`src/rtl/alu_seq_pkg.sv`:
```
// Shared types and opcode constants for the ALU sequencer.
// Opcode values double as bit positions in the one-hot ALU control word.
package alu_seq_pkg;

  localparam int unsigned SIG_COUNT = 12;

  typedef enum logic [1:0] {
    StIdle,
    StExec,
    StDone
  } state_e;

  localparam logic [3:0] OP_ADD  = 4'd0;
  localparam logic [3:0] OP_SUB  = 4'd1;
  localparam logic [3:0] OP_MUL  = 4'd2;
  localparam logic [3:0] OP_DIV  = 4'd3;
  localparam logic [3:0] OP_SHR  = 4'd4;
  localparam logic [3:0] OP_SHL  = 4'd5;
  localparam logic [3:0] OP_ROR  = 4'd6;
  localparam logic [3:0] OP_ROL  = 4'd7;
  localparam logic [3:0] OP_AND  = 4'd8;
  localparam logic [3:0] OP_OR   = 4'd9;
  localparam logic [3:0] OP_NEG  = 4'd10;
  localparam logic [3:0] OP_NOT  = 4'd11;
  localparam logic [3:0] OP_LAST = 4'd11;

  function automatic logic is_muldiv(input logic [3:0] op);
    return (op == OP_MUL) || (op == OP_DIV);
  endfunction

endpackage

```
`src/rtl/alu_sequencer_decode.sv`:
```
// Binary opcode index to one-hot ALU control; out-of-range indices decode to zero.
module op_onehot_decode #(
  parameter int unsigned SIG_COUNT = alu_seq_pkg::SIG_COUNT
) (
  input  logic [3:0]           idx,
  output logic [SIG_COUNT-1:0] onehot
);
  import alu_seq_pkg::*;

  always_comb begin
    onehot = '0;
    for (int unsigned i = 0; i < SIG_COUNT; i++) begin
      if ((idx <= OP_LAST) && (32'(idx) == i)) begin
        onehot[i] = 1'b1;
      end
    end
  end

endmodule

```
`src/rtl/alu_sequencer.sv`:
```
// Request/response sequencer around an external combinational ALU.
// Legal requests spend 1 (or MULDIV_CYCLES) cycles in EXEC; illegal ones go straight to DONE.
module alu_sequencer #(
  parameter int unsigned BITS          = 32,
  parameter int unsigned SIG_COUNT     = alu_seq_pkg::SIG_COUNT,
  parameter int unsigned MULDIV_CYCLES = 4
) (
  input  logic                 clk,
  input  logic                 clr,
  input  logic                 req_valid,
  output logic                 req_ready,
  input  logic [3:0]           opcode,
  input  logic [BITS-1:0]      a_in,
  input  logic [BITS-1:0]      b_in,
  output logic [SIG_COUNT-1:0] alu_ctrl,
  output logic [BITS-1:0]      alu_x,
  output logic [BITS-1:0]      alu_y,
  input  logic [BITS-1:0]      alu_hi,
  input  logic [BITS-1:0]      alu_lo,
  output logic                 rsp_valid,
  input  logic                 rsp_ready,
  output logic [BITS-1:0]      rsp_hi,
  output logic [BITS-1:0]      rsp_lo,
  output logic                 rsp_err
);
  import alu_seq_pkg::*;

  // Counter holds remaining EXEC cycles minus one.
  localparam logic [3:0] MdLast = 4'(MULDIV_CYCLES - 1);

  state_e              state_q, state_d;
  logic [3:0]          cnt_q, cnt_d;
  logic [3:0]          op_q, op_d;
  logic [BITS-1:0]     x_q, x_d, y_q, y_d;
  logic [BITS-1:0]     hi_q, hi_d, lo_q, lo_d;
  logic                err_q, err_d;
  logic                illegal;
  logic [SIG_COUNT-1:0] dec_ctrl;

  op_onehot_decode #(
    .SIG_COUNT(SIG_COUNT)
  ) u_decode (
    .idx   (op_q),
    .onehot(dec_ctrl)
  );

  assign illegal = (opcode > OP_LAST) || ((opcode == OP_DIV) && (b_in == '0));

  always_comb begin
    state_d = state_q;
    cnt_d   = cnt_q;
    op_d    = op_q;
    x_d     = x_q;
    y_d     = y_q;
    hi_d    = hi_q;
    lo_d    = lo_q;
    err_d   = err_q;

    unique case (state_q)
      StIdle: begin
        if (req_valid) begin
          op_d = opcode;
          x_d  = a_in;
          y_d  = b_in;
          if (illegal) begin
            state_d = StDone;
            cnt_d   = '0;
            hi_d    = '0;
            lo_d    = '0;
            err_d   = 1'b1;
          end else begin
            state_d = StExec;
            cnt_d   = is_muldiv(opcode) ? MdLast : 4'd0;
            err_d   = 1'b0;
          end
        end
      end
      StExec: begin
        if (cnt_q == 4'd0) begin
          state_d = StDone;
          lo_d    = alu_lo;
          // The ALU only drives HI for multiply and divide.
          hi_d    = is_muldiv(op_q) ? alu_hi : '0;
        end else begin
          cnt_d = cnt_q - 4'd1;
        end
      end
      StDone: begin
        if (rsp_ready) begin
          state_d = StIdle;
        end
      end
      default: state_d = StIdle;
    endcase
  end

  always_ff @(posedge clk) begin
    if (!clr) begin
      state_q <= StIdle;
      cnt_q   <= '0;
      op_q    <= '0;
      x_q     <= '0;
      y_q     <= '0;
      hi_q    <= '0;
      lo_q    <= '0;
      err_q   <= 1'b0;
    end else begin
      state_q <= state_d;
      cnt_q   <= cnt_d;
      op_q    <= op_d;
      x_q     <= x_d;
      y_q     <= y_d;
      hi_q    <= hi_d;
      lo_q    <= lo_d;
      err_q   <= err_d;
    end
  end

  assign req_ready = (state_q == StIdle);
  assign rsp_valid = (state_q == StDone);
  assign alu_ctrl  = (state_q == StExec) ? dec_ctrl : '0;
  assign alu_x     = x_q;
  assign alu_y     = y_q;
  assign rsp_hi    = hi_q;
  assign rsp_lo    = lo_q;
  assign rsp_err   = err_q;

endmodule

```
`config.mk`:
```
export PLATFORM = sky130hd
export DESIGN_NAME = alu_sequencer
export DESIGN_NICKNAME = d
export VERILOG_FILES = /design/src/rtl/alu_seq_pkg.sv /design/src/rtl/alu_sequencer_decode.sv /design/src/rtl/alu_sequencer.sv
export SDC_FILE = /design/constraint.sdc
export NUM_CORES = 1
export LEC_CHECK = 0
export ABC_CLOCK_PERIOD_IN_PS = 2900
export CORE_MARGIN = 2
export CORE_UTILIZATION = 43
export DETAILED_ROUTE_END_ITERATION = 10
export PLACE_DENSITY = 0.86
export SETUP_SLACK_MARGIN = 0.05
export SLEW_MARGIN = 20
export SYNTH_ARGS = -nofsm -noshare
export SYNTH_HDL_FRONTEND = slang
export SYNTH_SLANG_ARGS = --single-unit
```
`constraint.sdc`:
```
create_clock -name clk -period 2.9 [get_ports clk]
set_clock_uncertainty 0.1 [all_clocks]
set_input_delay 0.29 -clock clk [delete_from_list [all_inputs] [get_ports clk]]
set_output_delay 0.29 -clock clk [all_outputs]
set_load 0.005 [all_outputs]
```
# Word-level counts from Yosys, hierarchy flattened
# Cells that the tools add are included.
# word_totals
inputBits	136
regBits	139
elab_cells	87
# op_classes
n_eq_ne	20
order_cmp	2
n_addsub	1
reduce_logical	25
n_mux	31
# op_table
op	count
$mux 32	5
$pmux 32 s2	2
$logic_not 32->1	1
$eq 4x2->1 const B	4
$eq 4x3->1 const B	4
$eq 4x4->1 const B	4
$logic_and 1x1->1	13
$mux 1	13
$mux 12	1
$mux 2	6
$logic_not 4->1	2
$mux 4	2
$pmux 4 s2	1
$ne 2x2->1 const B	3
$pmux 2 s3	1
$reduce_and 3->1	2
$eq 4x1->1 const B	1
$gt 4x4->1 const B	1
$le 4x4->1 const B	1
$ne 2x1->1 const B	2
$reduce_and 4->1	1
$sub 4x1->4 const B	1
$logic_or 1x1->1	3
$eq 2x1->1 const B	1
4 further kinds	4

# Depth between registers and ports, before layout
# Gate-level depths: netlist of run 1.
# depth
depth_word	6
mapped_depth	9
depth_no_buf	7

# By module
# A second synthesis of run 1 with hierarchy kept.
# unflattened
cells_unflattened	667
area_unflattened_um2	5896.9
# by_module_without_submodules
mod	seq_area_each_um2	cells_each	area_each_um2	n_inst
alu_sequencer	2782.7	651	5652.9	1
op_onehot_decode	0.0	16	244.0	1

# Worst setup path before layout of run 1
# No wires, ideal clock.
# synth_timing
kind	input -> register
from	in opcode[3]
to	reg hi_q[0], in the netlist rsp_hi[0]
setup_slack_ps	849
path_buffers	2
setup_ps	118
stages	7
arrival_ps	1833
path_cell_list	or3b_1 or4_4 nor3_4 o21ai_2 buf_6 buf_12 mux2i_1
# synth_between
elab_chain_cells	5
# synth_rtl
element	line	rtl
start: declaration	alu_sequencer.sv:12	input logic [3:0] opcode,
parallel branches: the longest is 2 deep, another holds $gt 4x4->1	-	
$logic_or 1x1->1 *	alu_sequencer.sv:47	assign illegal = (opcode > OP_LAST) || ((opcode == OP_DIV) && (b_in == '0));
$ne 2x1->1 (no line) *	-	
$reduce_and 4->1 (no line) *	-	
end signal: assignment	alu_sequencer.sv:113	hi_q <= hi_d;
end: declaration	alu_sequencer.sv:35	logic [BITS-1:0] hi_q, hi_d, lo_q, lo_d;
# Mark *: on every way between the ends.
# A chain may end at the register's enable or synchronous reset.

# Worst setup path in the final report of run 1
# layout_timing
from	reg state_q[1]
to	out alu_ctrl[0]
# layout_between
elab_chain_cells	2
# layout_rtl
element	line	rtl
start: declaration	alu_sequencer.sv:31	state_e state_q, state_d;
start signal: assignment	alu_sequencer.sv:99	state_q <= StIdle;
start signal: assignment	alu_sequencer.sv:108	state_q <= state_d;
$eq 2x1->1	alu_sequencer.sv:121	assign alu_ctrl = (state_q == StExec) ? dec_ctrl : '0;
$mux 12	alu_sequencer.sv:121	
end: declaration	alu_sequencer.sv:15	output logic [SIG_COUNT-1:0] alu_ctrl,
# No other way between the ends.

==> reports/qor.yml, run 1 <==
status: "finished clean"
slew_headroom_pct: 61.1
peakVddDrop_mv: 0.476
rrSetupSlack_ns: 0.74
synth_edf_count: 0
wl_met2_mm: 8.20
initial_core_util_pct: 43.7
yosys-top-cells-area: "dfxtp_1, nand2_1, mux2i_1"
mostFrequentLayoutCells: "clkdlybuf4s50_1, nand2_1, dfxtp_1, a21oi_1, mux2i_1"
maxCapViolCount: 0
yosys.area.top_type: "dfxtp_1"
tns_ns: 0
worst_pin_slew_ns: 0.578
rr_startpoint: "cnt_q[0]"
p_per_area_nw_per_um2: 724
hold_path_depth: 2
synth_nets: 799
ys_ff_latch: 139
crit_required_ns: 2.51
cts.sinks: 139
drt_pre_antenna_iters: 5
fmaxAchievable_mhz: 380
synth_top_area_share_pct: 50.8
clockBufferDepth: 2
yosysWarnings: 0
rsz0062_at_grt: "no"
crit_type: "reg2out"
mostFrequentLayoutCell: "clkdlybuf4s50_1"
clock_latency_ns: 0.41
viasPerCell: 4.89
synth_ff_type: "dfxtp_1"
design_area_um2: 8980
synthToLayoutAreaGrowth_pct: 64.0
hold_violations: 0
fin_nets: 1059
synthMuxAreaShare_pct: 11.7
worstSetupStartpointType: "flop"
holdCritPathClass: "in2reg"
hold_end: "cnt_q[0]"
antenna_found_initial: 1
grt_max_degree: 70
fp.dieH_um: 117
avgSynthCellArea_um2: 8.28
crit_slowest_cell: "clkdlybuf4s50_1"
cts_tree: "yes"
dp_hpwl_mm: 11.8
synth_compound_area_share_pct: 7.63
cts.clk_slew.worst_paths_ns: 0.06
drc: 0
crit_start: "state_q[1]"
max_stage_delay_ns: 0.55
critical_path.max_fanout: 9
grt_usage_pct: 23.9
finalCritPeriodShare_pct: 90.8
synth_top_family_by_area: "simple AND/OR/NAND/NOR gates"
cts_resized: 0
final_antenna_net_count: 0
postPlaceCellArea_um2: 8300
r2r_end: "rsp_lo[29]"
yosysUniqueCellTypes: 32
wl_per_cell_um: 15.3
routed_wl_mm: 16.9
num_vias: 5399
synth_xor_area_share_pct: 0.320
worst_ep_arrival_time_ns: 2.24
portBuffers: 278
synth-seq-area-share_pct: 50.8
grt_pass1_vias: 5223
postCtsSetupBuffers: 0
num_rows: 41
synthArstFlopShare_pct: 0
synth_area_um2: 5480
tritoncts.num_buffers: 17
grt_pass1_wl_mm: 25.1
dr.max_layer_used: "met4"
ff2ff_path_depth: 8
setup_viol: 0
clockRootBuffer: "clkbuf_16"
gp_congestion: 0.837
critPathCaptureType: "output port"
path_cells: "nand2b_1 -> or3_1 -> nor3_1 -> clkdlybuf4s50_1"
min_from: "clr"
synth-simple-area-share_pct: 23.9
fin_crit_ns: 2.63
drv_slew: 0
core_area_um2: 12500
die_area_um2: 13700
wl_met1_mm: 6.50
drive_gt1_share_pct: 4.94
io_pins: 279
hold_buffers: 0
die_width_um: 117
htreeDepth: 4
leakage_nw: 3.55
grt-ovfl-total: 0
wl_met3_mm: 1.82
synthCells: 661
synth_fa_ha_area_share_pct: 0.457
drt_iter0_drc: 338
## how the worst max path moves through the flow
stage                     slack (ns)  cells after the start          end
after floorplan                 0.85                      7    rsp_hi[0]
after global placement          0.28                      7    rsp_lo[7]
after global routing            0.14                      4  alu_ctrl[0]
after CTS                       0.25                      4  alu_ctrl[0]
after detailed placement        0.24                      7   rsp_lo[11]
final                           0.27                      4  alu_ctrl[0]
## critical path: cells and delay by family (launching register included)
family / cells / cell delay, ns
DFF: 1 / 0.38
and+or+nand+nor: 3 / 0.90
buffers and inverters: 1 / 0.55
## layout make-up
class | count | area, um2
Tap cell | 172 | 215
Multi-Input combinational cell | 474 | 2420
Fill cell | 944 | 3540
Inverter | 4 | 15.0
Timing Repair Buffer | 285 | 2870
Antenna cell | 1 | 2.50
Clock inverter | 11 | 218
Sequential cell | 139 | 2780
Clock buffer | 19 | 453
## where the power goes
| part | switching (mW) | internal (mW) |
|---|---|---|
| registers | 0.137 | 2.13 |
| clock network | 0.803 | 1.65 |
| logic | 0.883 | 0.902 |
## stage by stage
| step | hold slack (ns) | power, mW | utilization [%] | setup WS, ns | std cells |
|---|---|---|---|---|---|
| 2_1_floorplan | 0.326 | 3.38 | - | 0.849 | 661 |
| 3_3_place_gp | 0.341 | 4.05 | 66.3 | 0.278 | 1074 |
| 3_5_place_dp | 0.346 | 4.08 | 66.3 | 0.240 | 1074 |
| 4_1_cts | 0.264 | 6.55 | 71.7 | 0.253 | 1104 |
| 5_1_grt | 0.294 | 6.81 | 71.7 | 0.140 | 1105 |
| 6_report | 0.287 | 6.50 | 71.7 | 0.268 | 1105 |
## logic make-up (layout without fill, tap and decap cells)
| group | after synthesis | after routing |
|---|---|---|
| AOI/OAI and AO/OA | 80 | 80 |
| xor gates and xnor gates | 2 | 2 |
| adders and majority gates | 2 | 2 |
| buffers and inverters | 48 | 319 |
| DFF | 139 | 139 |
| muxes | 64 | 64 |
| other | 0 | 1 |
| and+or+nand+nor | 326 | 326 |
## synthesized netlist by cell type (2+ instances only)
master    count
inv_1         3
ha_1          2
dfxtp_1     139
buf_12        6
o21ai_1       3
nand2_1     275
o21ai_0       2
a21oi_1      71
nor4_1        6
mux2i_1      64
clkbuf_1     36
xor2_1        2
nand2b_1      3
nor2_1       23
nor3_1        8
nand4_1       2
## flip-flops by register name (all words and copies together) (netlist names)
signal   flops
alu_x       32
alu_y       32
cnt_q        4
op_q         4
rsp_err      1
rsp_hi      32
rsp_lo      32
state_q      2
## per-layer routing
layer	track usage, %	vias up
li1	-	2666
met1	26.2	2481
met2	40.7	227
met3	9.99	25
met4	10.4	0
met5	0	-
(Power assumes the default switching activity.)
==> run 2: changes to the inputs <==
Settings changed: CAP_MARGIN set to 20.
==> results of run 2 <==
The final DEF is identical to that of run 1; final timing and power are the same.
==> run 3: changes to the inputs <==
--- a/config.mk
+++ b/config.mk
@@ -8,7 +8,8 @@
 export ABC_CLOCK_PERIOD_IN_PS = 2900
 export CAP_MARGIN = 20
-export CORE_MARGIN = 2
+export CORE_MARGIN = 10
 export CORE_UTILIZATION = 43
 export DETAILED_ROUTE_END_ITERATION = 10
+export GPL_TIMING_DRIVEN = 0
 export PLACE_DENSITY = 0.86
 export SETUP_SLACK_MARGIN = 0.05
==> constraint.sdc (replaced) <==
create_clock -name clk -period 2.9 [get_ports clk]
set_clock_uncertainty 0.1 [all_clocks]
set_input_delay 0.87 -clock clk [delete_from_list [all_inputs] [get_ports clk]]
set_output_delay 0.87 -clock clk [all_outputs]
set_load 0.005 [all_outputs]
==> run 3 against run 2 <==
Effect of this change:
- via count increased by 4.3%
- count of clock-buffer cells in the layout increased by 1
- routed wire length increased by 24%
- critical path depth increased by 4
==> reports/qor.yml, run 3 (same netlist as run 1, synthesis figures left out) <==
p_per_area_nw_per_um2: 715  # was 724 nW/um2
clock_latency_ns: 0.42  # was 0.41 ns
fin_ws_ns: 0.0867  # was 0.268 ns
layout.cells.non_filler: 1144  # was 1105
die_area_um2: 17600  # was 13700 um2
hold_violations: 0  # unchanged
fin_nets: 1096  # was 1059
hold_end: "alu_y[8]"  # was cnt_q[0]
grt_pass1_vias: 5893  # was 5223
crit_start: "opcode[1]"  # was state_q[1]
worst_ep_arrival_time_ns: 3.05  # was 2.24 ns
rr_startpoint: "state_q[1]"  # was cnt_q[0]
status: "finished clean"  # unchanged
crit_required_ns: 3.14  # was 2.51 ns
wl_per_cell_um: 18.3  # was 15.3 um
clockRootBuffer: "clkbuf_16"  # unchanged
hold_ws_ns: 0.351  # was 0.287 ns
hold_path_depth: 2  # unchanged
leakage_nw: 3.68  # was 3.55 nW
io_pins: 279  # unchanged
drc: 0  # unchanged
num_rows: 41  # unchanged
fin_crit_ns: 2.81  # was 2.63 ns
rrSetupSlack_ns: 0.70  # was 0.74 ns
ff2ff_path_depth: 7  # was 8
final_antenna_net_count: 0  # unchanged
r2r_end: "alu_x[30]"  # was rsp_lo[29]
p_total_mw: 6.53  # was 6.50 mW
dp_hpwl_mm: 16.1  # was 11.8 mm
mostFrequentLayoutCells: "nand2_1, clkdlybuf4s50_1, dfxtp_1, a21oi_1, mux2i_1"  # was clkdlybuf4s50_1, nand2_1, dfxtp_1, a21oi_1, mux2i_1
drt_pre_antenna_iters: 5  # unchanged
clockBufferDepth: 2  # unchanged
antenna_found_initial: 1  # unchanged
synthToLayoutAreaGrowth_pct: 66.7  # was 64.0%
finalCritPeriodShare_pct: 97.0  # was 90.8%
worstSetupStartpointType: "input pin"  # was flop
fp.dieH_um: 133  # was 117 um
initial_core_util_pct: 43.6  # was 43.7%
peakVddDrop_mv: 0.584  # was 0.476 mV
drt_iter0_drc: 287  # was 338
routed_wl_mm: 20.9  # was 16.9 mm
grt_usage_pct: 23.1  # was 23.9%
slew_headroom_pct: 61.5  # was 61.1%
htreeDepth: 4  # unchanged
holdCritPathClass: "reg2reg"  # was in2reg
worst_pin_slew_ns: 0.573  # was 0.578 ns
viasPerCell: 4.92  # was 4.89
num_vias: 5631  # was 5399
portBuffers: 277  # was 278
critPathCaptureType: "flop"  # was output port
dp.cells: 1110  # was 1074
min_from: "alu_y[8]"  # was clr
mostFrequentLayoutCell: "nand2_1"  # was clkdlybuf4s50_1
critical_path.max_fanout: 10  # was 9
drive_gt1_share_pct: 5.66  # was 4.94%
grt-ovfl-total: 0  # unchanged
postLayoutCoreUtil_pct: 72.6  # was 71.7%
cts.sinks: 139  # unchanged
die_width_um: 133  # was 117 um
cts.clk_slew.worst_paths_ns: 0.06  # about the same
fmaxAchievable_mhz: 355  # was 380 MHz
drv_slew: 0  # unchanged
pre_cts_ws_ns: -0.422  # was 0.240 ns
grt_max_degree: 17  # was 70
hold_buffers: 0  # unchanged
grt_pass1_wl_mm: 32.0  # was 25.1 mm
maxCapViolCount: 0  # unchanged
crit_type: "in2reg"  # was reg2out
setup_viol: 0  # unchanged
rsz0062_at_grt: "no"  # unchanged
tritoncts.num_buffers: 17  # unchanged
core_area_um2: 12600  # was 12500 um2
gp_congestion: 0.852  # was 0.837
cts_tree: "yes"  # unchanged
-- run 3: how the worst max path moves through the flow --
stage / end / slack, ns
after global placement: rsp_hi[16] / -0.41
after global routing: rsp_lo[22] / 0.06
after CTS: alu_ctrl[11] / 0.05
after floorplan: rsp_hi[0] / 0.27
after detailed placement: rsp_lo[8] / -0.42
final: rsp_lo[22] / 0.09
-- run 3: timing repair --
item,CTS,global route
pin swaps,1,1
setup buffers,0,2
gates resized for setup,21,10
endpoints found under the hold margin,0,0
setup endpoints to repair,72,73
-- run 3: per-stage QoR --
step                      TNS (ns)  cell area, um2
final                            0            9130
after CTS                        0            9090
after detailed placement    -28.64            8460
after global placement      -28.00            8460
after global routing             0            9130
after floorplan                  0            5480
-- run 3: power by group --
part           internal [mW]  switching (mW)
logic                   1.02           0.960
clock network           1.41           0.866
registers               2.13           0.146
total                   4.56            1.97
-- run 3: worst max-delay path, cell delays in order --
cell and delay, ns:
clkdlybuf4s50_1 0.49, or3b_4 0.40, or4_4 0.44, nor3_4 0.23, o21ai_2 0.10, buf_12 0.16
buf_12 0.15, mux2i_2 0.19
-- run 3: metal layers --
layer,global-route usage (%),vias to the layer above,wire length (um)
met5,0,-,0
met4,7.58,0,381
met3,13.3,30,2720
met2,38.2,249,9680
met1,24.2,2596,8150
li1,-,2756,-
-- run 3: layout make-up --
type	count	area [um2]
timing repair buffer	279	2780
antenna	1	2.50
fill	937	3440
buffer	43	277
clock buffer	20	457
inverter	4	15.0
multi-input combinational	474	2430
tap	172	215
sequential	139	2790
clock inverter	12	161
